**src/rtl/buzzer_alarm_driver.sv**
```systemverilog
// Alarm decision, hit/miss debounce and piezo tone driver for the selected sensor word.
// Define BUZZER_BEEP_PATTERN_EN for the on/off beep cadence; otherwise the tone is continuous.
module buzzer_alarm_driver #(
    parameter logic [15:0] GS_THRESH    = 16'd1000,
    parameter logic [15:0] LS_THRESH    = 16'd200,
    parameter int          HIT_COUNT    = 3,
    parameter int          TONE_DIV     = 12500,
    parameter int          BEEP_ON_CYC  = 12500000,
    parameter int          BEEP_OFF_CYC = 12500000
) (
    input  logic        clk,
    input  logic        reset,
    input  logic [15:0] selected_data,
    input  logic        buzzer_mode,
    input  logic        sample_valid,
    input  logic        mute,
    output logic        buzzer,
    output logic        alarm_active
);

    if (HIT_COUNT < 1 || HIT_COUNT > 15 || TONE_DIV < 1 ||
        BEEP_ON_CYC < 1 || BEEP_OFF_CYC < 1) begin : g_bad_cfg
        $error("buzzer_alarm_driver: parameter out of range");
    end

    localparam int              TW        = (TONE_DIV > 1) ? $clog2(TONE_DIV) : 1;
    localparam logic [TW-1:0]   TONE_LAST = TW'(TONE_DIV - 1);
    localparam logic [3:0]      HIT_LAST  = 4'(HIT_COUNT - 1);

`ifdef BUZZER_BEEP_PATTERN_EN
    localparam int              PMAX      = (BEEP_ON_CYC > BEEP_OFF_CYC) ? BEEP_ON_CYC : BEEP_OFF_CYC;
    localparam int              PW        = (PMAX > 1) ? $clog2(PMAX) : 1;
    localparam logic [PW-1:0]   ON_LAST   = PW'(BEEP_ON_CYC - 1);
    localparam logic [PW-1:0]   OFF_LAST  = PW'(BEEP_OFF_CYC - 1);

    typedef enum logic [1:0] {IDLE, BEEP_ON, BEEP_OFF} state_t;
    logic [PW-1:0] phase_cnt, phase_nxt;
`else
    typedef enum logic [0:0] {IDLE, BEEP_ON} state_t;
`endif

    state_t        state, state_nxt;
    logic [3:0]    hit_cnt, hit_nxt;
    logic [3:0]    miss_cnt, miss_nxt;
    logic [TW-1:0] tone_cnt, tone_nxt;
    logic          tone_q, tone_q_nxt;
    logic          mode_q;
    logic          mode_chg;
    logic          miss_clear;
    logic [16:0]   gs_mag;
    logic          is_hit;

    // 17-bit magnitude so that -32768 maps to +32768 instead of wrapping.
    always_comb begin
        gs_mag = selected_data[15] ? (17'd0 - {1'b1, selected_data}) : {1'b0, selected_data};
        is_hit = buzzer_mode ? (selected_data < LS_THRESH) : (gs_mag > {1'b0, GS_THRESH});
    end

    assign mode_chg = (buzzer_mode != mode_q);

    always_comb begin
        state_nxt  = state;
        hit_nxt    = hit_cnt;
        miss_nxt   = miss_cnt;
        tone_nxt   = tone_cnt;
        tone_q_nxt = tone_q;
        miss_clear = 1'b0;
`ifdef BUZZER_BEEP_PATTERN_EN
        phase_nxt  = phase_cnt;
`endif
        if (mode_chg) begin
            // The sample arriving with a mode change belongs to neither rule; drop it.
            state_nxt  = IDLE;
            hit_nxt    = '0;
            miss_nxt   = '0;
            tone_nxt   = '0;
            tone_q_nxt = 1'b0;
`ifdef BUZZER_BEEP_PATTERN_EN
            phase_nxt  = '0;
`endif
        end else begin
            case (state)
                IDLE: begin
                    if (sample_valid) begin
                        if (!is_hit) begin
                            hit_nxt = '0;
                        end else if (hit_cnt == HIT_LAST) begin
                            state_nxt  = BEEP_ON;
                            hit_nxt    = '0;
                            tone_nxt   = '0;
                            tone_q_nxt = 1'b0;
`ifdef BUZZER_BEEP_PATTERN_EN
                            phase_nxt  = '0;
`endif
                        end else begin
                            hit_nxt = hit_cnt + 4'd1;
                        end
                    end
                end
                default: begin
                    if (sample_valid) begin
                        if (is_hit)                    miss_nxt   = '0;
                        else if (miss_cnt == HIT_LAST) miss_clear = 1'b1;
                        else                           miss_nxt   = miss_cnt + 4'd1;
                    end
                    if (miss_clear) begin
                        state_nxt  = IDLE;
                        miss_nxt   = '0;
                        tone_nxt   = '0;
                        tone_q_nxt = 1'b0;
`ifdef BUZZER_BEEP_PATTERN_EN
                        phase_nxt  = '0;
`endif
                    end else if (state == BEEP_ON) begin
                        if (tone_cnt == TONE_LAST) begin
                            tone_nxt   = '0;
                            tone_q_nxt = ~tone_q;
                        end else begin
                            tone_nxt   = tone_cnt + TW'(1);
                        end
`ifdef BUZZER_BEEP_PATTERN_EN
                        if (phase_cnt == ON_LAST) begin
                            state_nxt  = BEEP_OFF;
                            phase_nxt  = '0;
                            tone_nxt   = '0;
                            tone_q_nxt = 1'b0;
                        end else begin
                            phase_nxt  = phase_cnt + PW'(1);
                        end
`endif
                    end
`ifdef BUZZER_BEEP_PATTERN_EN
                    else begin
                        // Silent phase: tone held at rest until the next beep restarts it.
                        if (phase_cnt == OFF_LAST) begin
                            state_nxt  = BEEP_ON;
                            phase_nxt  = '0;
                            tone_nxt   = '0;
                            tone_q_nxt = 1'b0;
                        end else begin
                            phase_nxt  = phase_cnt + PW'(1);
                        end
                    end
`endif
                end
            endcase
        end
    end

    // Mute only masks the pin; tone_q keeps running so unmuting resumes in phase.
    always_ff @(posedge clk or posedge reset) begin
        if (reset) begin
            state        <= IDLE;
            hit_cnt      <= '0;
            miss_cnt     <= '0;
            tone_cnt     <= '0;
            tone_q       <= 1'b0;
            mode_q       <= 1'b0;
            buzzer       <= 1'b0;
            alarm_active <= 1'b0;
`ifdef BUZZER_BEEP_PATTERN_EN
            phase_cnt    <= '0;
`endif
        end else begin
            state        <= state_nxt;
            hit_cnt      <= hit_nxt;
            miss_cnt     <= miss_nxt;
            tone_cnt     <= tone_nxt;
            tone_q       <= tone_q_nxt;
            mode_q       <= buzzer_mode;
            buzzer       <= tone_q_nxt & ~mute;
            alarm_active <= (state_nxt != IDLE);
`ifdef BUZZER_BEEP_PATTERN_EN
            phase_cnt    <= phase_nxt;
`endif
        end
    end

endmodule

```
**config.mk**
```make
export PLATFORM = sky130hd
export DESIGN_NAME = buzzer_alarm_driver
export DESIGN_NICKNAME = d
export VERILOG_FILES = /design/src/rtl/buzzer_alarm_driver.sv
export SDC_FILE = /design/constraint.sdc
export NUM_CORES = 1
export LEC_CHECK = 0
export CORE_MARGIN = 2
export CORE_UTILIZATION = 57
export DETAILED_ROUTE_END_ITERATION = 10
export HOLD_SLACK_MARGIN = 0.1
export PLACE_DENSITY = 0.9
export SYNTH_ARGS = -nofsm -noshare
export SYNTH_HDL_FRONTEND = slang
export SYNTH_SLANG_ARGS = --single-unit
export TNS_END_PERCENT = 10
```
**constraint.sdc**
```tcl
create_clock -name clk -period 2.9 [get_ports clk]
set_clock_uncertainty 0.05 [all_clocks]
set_input_delay 0.58 -clock clk [delete_from_list [all_inputs] [get_ports clk]]
set_output_delay 0.58 -clock clk [all_outputs]
set_load 0.01 [all_outputs]
```
* After elaboration in Yosys (flattened, before gate mapping)
Cells that the tools add are included.
** Cells by class
- Add/subtract/negate cells :: 4
- $mul :: 0
- Divide/modulo/power cells :: 0
- $lt $le $gt $ge :: 2
- Equality and inequality tests :: 6
- Shifts and indexed selects :: 0
- Mux-type cells :: 38
- Bitwise logic cells :: 3
- Reductions and logical operators :: 9
** Operators by type and width (count)
- two-way mux 14 bit :: 7
- two-way mux 4 bit :: 11
- two-way mux 1 bit :: 19
- greater-than comparator 17 x 10 -> 1 bit (second input constant) :: 1
- two-way mux 17 bit :: 1
- subtractor 1 x 17 -> 17 bit (first input constant) :: 1
- < comparator 16 x 8 -> 1 bit (second input constant) :: 1
- adder 14 x 1 -> 14 bit (second input constant) :: 1
- == test 14 bit (second input constant) :: 1
- nonzero test 3 bit :: 4
- adder 4 x 1 -> 4 bit (second input constant) :: 2
- == test 4 x 2 -> 1 bit (second input constant) :: 2
- AND reduction 3 bit :: 2
- != test 4 x 3 -> 1 bit (second input constant) :: 1
- nonzero test 2 bit :: 2
- != test 2 x 1 -> 1 bit (second input constant) :: 1
- inverter 1 bit :: 2
- AND reduction 2 bit :: 1
- bitwise AND 1 bit :: 1
- != test 1 bit :: 1
** Word-level totals
- Flip-flop bits (word level) :: 26
- Bits in latches :: 0
- RAM bits :: 0
- Bits in read-only memories :: 0
- Bits of input ports :: 21
- Output and inout port bits :: 2
- Logic and storage cells :: 69
- Memories kept :: 0

* Logic depth before layout (Yosys ltp)
- Depth in word-level cells :: 12
- Gate-level depth with buffers :: 11
- Mapped depth without buffers :: 9

* Worst setup path before layout
OpenSTA, ideal clock, no wires.
- Kind :: in2reg
- Start :: input port selected_data[0]
- End :: register tone_cnt[0]
- Library setup time :: 0.125 ns
- Arrival time :: 2.605 ns
- Data required time :: 2.725 ns
- Slack :: 0.121 ns
- Cell stages on the path :: 10
- Buffers on the path :: 1
- Path through :: inv_1 > ha_1 > nor4b_1 > o2111ai_1 > a311oi_4 > o21ai_2 > a21o_1 > buf_6 > and2_4 > mux2_2
** On the way
- Cells in the longest elaborated chain, start to end :: 11
- Elaborated cells on any way between the ends :: 14
- Those cells by class :: 1 x add/sub; 2 x order compare; 9 x mux; 2 x reduce/logical
** RTL lines
- start: declaration :: RTL line 13 : input logic [15:0] selected_data,
- subtractor 1 x 17 -> 17 bit :: RTL line 55 : gs_mag = selected_data[15] ? (17'd0 - {1'b1, selected_data}) : {1'b0, selected_data};
- two-way mux 17 bit :: RTL line 55
- greater-than comparator 17 x 10 -> 1 bit :: RTL line 56 : is_hit = buzzer_mode ? (selected_data < LS_THRESH) : (gs_mag > {1'b0, GS_THRESH});
- two-way mux 1 bit (*) :: RTL line 56
- two-way mux 1 bit :: RTL line 102 : if (is_hit) miss_nxt = '0;
- two-way mux 1 bit :: RTL line 101 : if (sample_valid) begin
- two-way mux 1 bit :: RTL line 82 : case (state)
- two-way mux 1 bit :: RTL line 71 : if (mode_chg) begin
- two-way mux 14 bit :: RTL line 106 : if (miss_clear) begin
- two-way mux 14 bit :: RTL line 82
- two-way mux 14 bit :: RTL line 71
- end signal: assignment :: RTL line 168 : tone_cnt <= tone_nxt;
- end: declaration :: RTL line 45 : logic [TW-1:0] tone_cnt, tone_nxt;
Every way passes the cells marked *; elsewhere a longest branch is shown, timed or not. The select of a mux whose other input is x is not followed.
A chain may end at the register's enable or synchronous reset.

* Worst setup path in the final report
- Start :: input port selected_data[15]
- End :: register miss_cnt[3]
** On the way
- Cells in the longest elaborated chain, start to end :: 11
- Elaborated cells on any way between the ends :: 17
- Those cells by class :: 1 x add/sub; 2 x order compare; 1 x eq/ne; 11 x mux; 2 x reduce/logical
** RTL lines
- subtractor 1 x 17 -> 17 bit :: RTL line 55
- two-way mux 17 bit :: RTL line 55
- greater-than comparator 17 x 10 -> 1 bit :: RTL line 56
- two-way mux 1 bit (*) :: RTL line 56
- two-way mux 1 bit :: RTL line 102
- two-way mux 1 bit :: RTL line 101
- two-way mux 1 bit :: RTL line 82
- two-way mux 1 bit :: RTL line 71
- two-way mux 4 bit :: RTL line 106
- two-way mux 4 bit :: RTL line 82
- two-way mux 4 bit :: RTL line 71
- end signal: assignment :: RTL line 167 : miss_cnt <= miss_nxt;
- end: declaration :: RTL line 44 : logic [3:0] miss_cnt, miss_nxt;
Marked as above.

==> results.toml <==
[clock_network]
clkLatencyLatePin_ns = 0.33
cts_made_buffers = 3
cts_hold_buf = 0
htreeDepth = 1
tritoncts = "yes"
path_clk_slew_ns = 0.15
clk_path_buf_depth = 2
cts.sinks = 26
root_buffer = "clkbuf_4"

[drt]
ant_nets = 0
drtIter0Drc = 170
first_pass_iters = 4
route.detailed.drc = 0
wl_um = 4620
vias_per_cell = 5.92
vias = 1858
wl_per_cell_um = 14.7

[final_layout]
drive_gt1_share_pct = 18.9
syn_to_final_growth_pct = 29.2
utilization_pct = 78.4
final_area_mm2 = 0.00243
fill_cells = 217
mostFrequentLayoutCells = "buf_4 (32), dfrtp_1 (26), nand2_1 (23), clkdlybuf4s50_1 (22)"
num-nets-final = 298
n_antenna_cell = 0
fin_cells = 314
layout_commonest_cell = "buf_4"

[timing]
min_period_ns = 2.80
finalCritPeriodShare_pct = 96.7
fmax_ghz = 0.357
finalMaxSlewViolations = 0
hold_viol = 0
tightest_slew_ns = 0.396
finalSetupViolations = 0
setup-tns-final_ns = 0
slew_headroom_pct = 73.4
fin_ws_ns = 0.0950

[setup_path]
critical_path_arrival_ns = 3.02
startpoint_type = "input pin"
cp.required_ns = 3.12
r2r_slack_ns = 0.74
critPathMaxFanout = 6
critPathKind = "in2reg"
endpoint_kind = "flop"

[logic_synthesis]
synth_top_area_share_pct = 34.6
syn_nets = 243
synthArstFlopShare_pct = 100
synthCells = 216
synth_edf_count = 0
ys_seq_elements = 26
yosys_warnings = 0
synth_area_leaders = "dfrtp_1 (35%), nand3_1 (5.0%), nand2_1 (4.6%)"
syn_area_per_cell_um2 = 8.72
seq_area_frac_synth_pct = 34.6
synth_cell_types = 59
synth_area_mm2 = 0.00188
synth_top_cell_by_area = "dfrtp_1"
ys.flop_type = "dfrtp_1"

[placement]
place_area_mm2 = 0.00237
place.port_buffers = 22
place.gp.congestion = 0.905
dp.cells = 310
post-dp-hpwl_um = 3360
place_ws_ns = -0.305

[grt]
grt_pass1_wl_um = 7490
grtUsageTotal_pct = 26.0
grt_max_degree = 27
overflow = 0
antenna_found_initial = 0
grt_pass1_vias = 1707

[floorplan]
core_mm2 = 0.00310
die_w_um = 61.5
start_util_pct = 60.7
ios = 23
row_count = 20
die-area_mm2 = 0.00378
die_y_um = 61.5

[min_path]
min_path_type = "reg2reg"

[flow_run]
maxCapViolations = 0

[power_and_ir_drop]
p_leak_nw = 1.08
irDropWorstVdd_uv = 241
p_per_area_mw_per_mm2 = 321

[run_status]
status = "finished, final reports clean"
## worst max-delay path, cell delays in order
cell             delay (ns)
clkdlybuf4s50_1        0.42
or4_4                  0.55
o32a_1                 0.22
a311oi_4               0.33
buf_6                  0.16
o2111ai_1              0.12
a21oi_1                0.17
buf_4                  0.17
a41oi_1                0.12
a31oi_1                0.17
## synthesized netlist by cell type, drive strengths merged (3+ instances only)
cell and instances:
dfrtp 26, nand2 24, nor2 20, nand3 19, a21oi 13, inv 10
o21ai 9, buf 6, ha 6, nor3 6, xor2 6, a22o 5
a31oi 5, a21o 4, mux2i 4, nand2b 4, and2 3, and3 3
nor3b 3, nor4 3
## sequential cells by signal (all words and copies together) (netlist names)
signal and cells:
tone_cnt 14, tone_q 1, buzzer 1, hit_cnt 4, mode_q 1, state 1, miss_cnt 4
## cell families (layout without fill, tap and decap cells)
family | Yosys count | count (layout) | share of synthesized area, %
AOI/OAI and AO/OA | 60 | 60 | 24.7
xor gates and xnor gates | 7 | 7 | 3.26
adders and majority gates | 6 | 6 | 3.99
buffers and inverters | 16 | 70 | 5.05
DFF | 26 | 26 | 34.6
muxes | 5 | 5 | 2.72
and+or+nand+nor | 96 | 96 | 25.8
## stage by stage
stage | hold WS, ns | total power (W)
floorplan | 0.400 | 0.000446
global placement | 0.418 | 0.000527
detailed placement | 0.433 | 0.000532
CTS | 0.452 | 0.000781
global route | 0.477 | 0.000815
finish | 0.445 | 0.000781
## power by group
group / switching (W) / total [W] / leakage, nW / internal [W]
Clock: 0.000112 / 0.000252 / 0.0279 / 0.000140
Sequential: 0.00000325 / 0.000369 / 0.360 / 0.000366
Combinational: 0.0000769 / 0.000160 / 0.690 / 0.0000831
## per-layer routing
layer	vias to the layer above	track usage [%]	share of wire [%]
met3	6	3.15	3.8
met5	-	0	0
li1	912	-	-
met4	0	6.38	0.95
met2	45	47.1	51
met1	895	32.8	44
## worst paths after layout
kind / end / start / cells past startpoint
worst max-delay path: miss_cnt[3] / selected_data[15] / 10
worst min-delay path: tone_cnt[13] / tone_cnt[13] / 1
worst max register to register: buzzer / tone_cnt[0] / 7
worst min register to register: tone_cnt[13] / tone_cnt[13] / 1
max in group asynchronous: tone_cnt[5] / reset / 3
min in group asynchronous: tone_cnt[13] / reset / 3
## repair_timing
| item | CTS | global route |
|---|---|---|
| setup buffers | 0 | 0 |
| setup endpoints to repair | 0 | 18 |
| resized for setup | 0 | 4 |
## area by class of cell
cell class,instances,area (um^2),area share [%]
multi-input combinational,174,1140,47.1
timing repair buffer,56,492,20.2
clock inverter,1,30.0,1.23
inverter,10,37.5,1.54
sequential,26,651,26.7
clock buffer,3,22.5,0.926
tap,44,55.1,2.26
No activity file was read; power rests on OpenSTA's default activity.
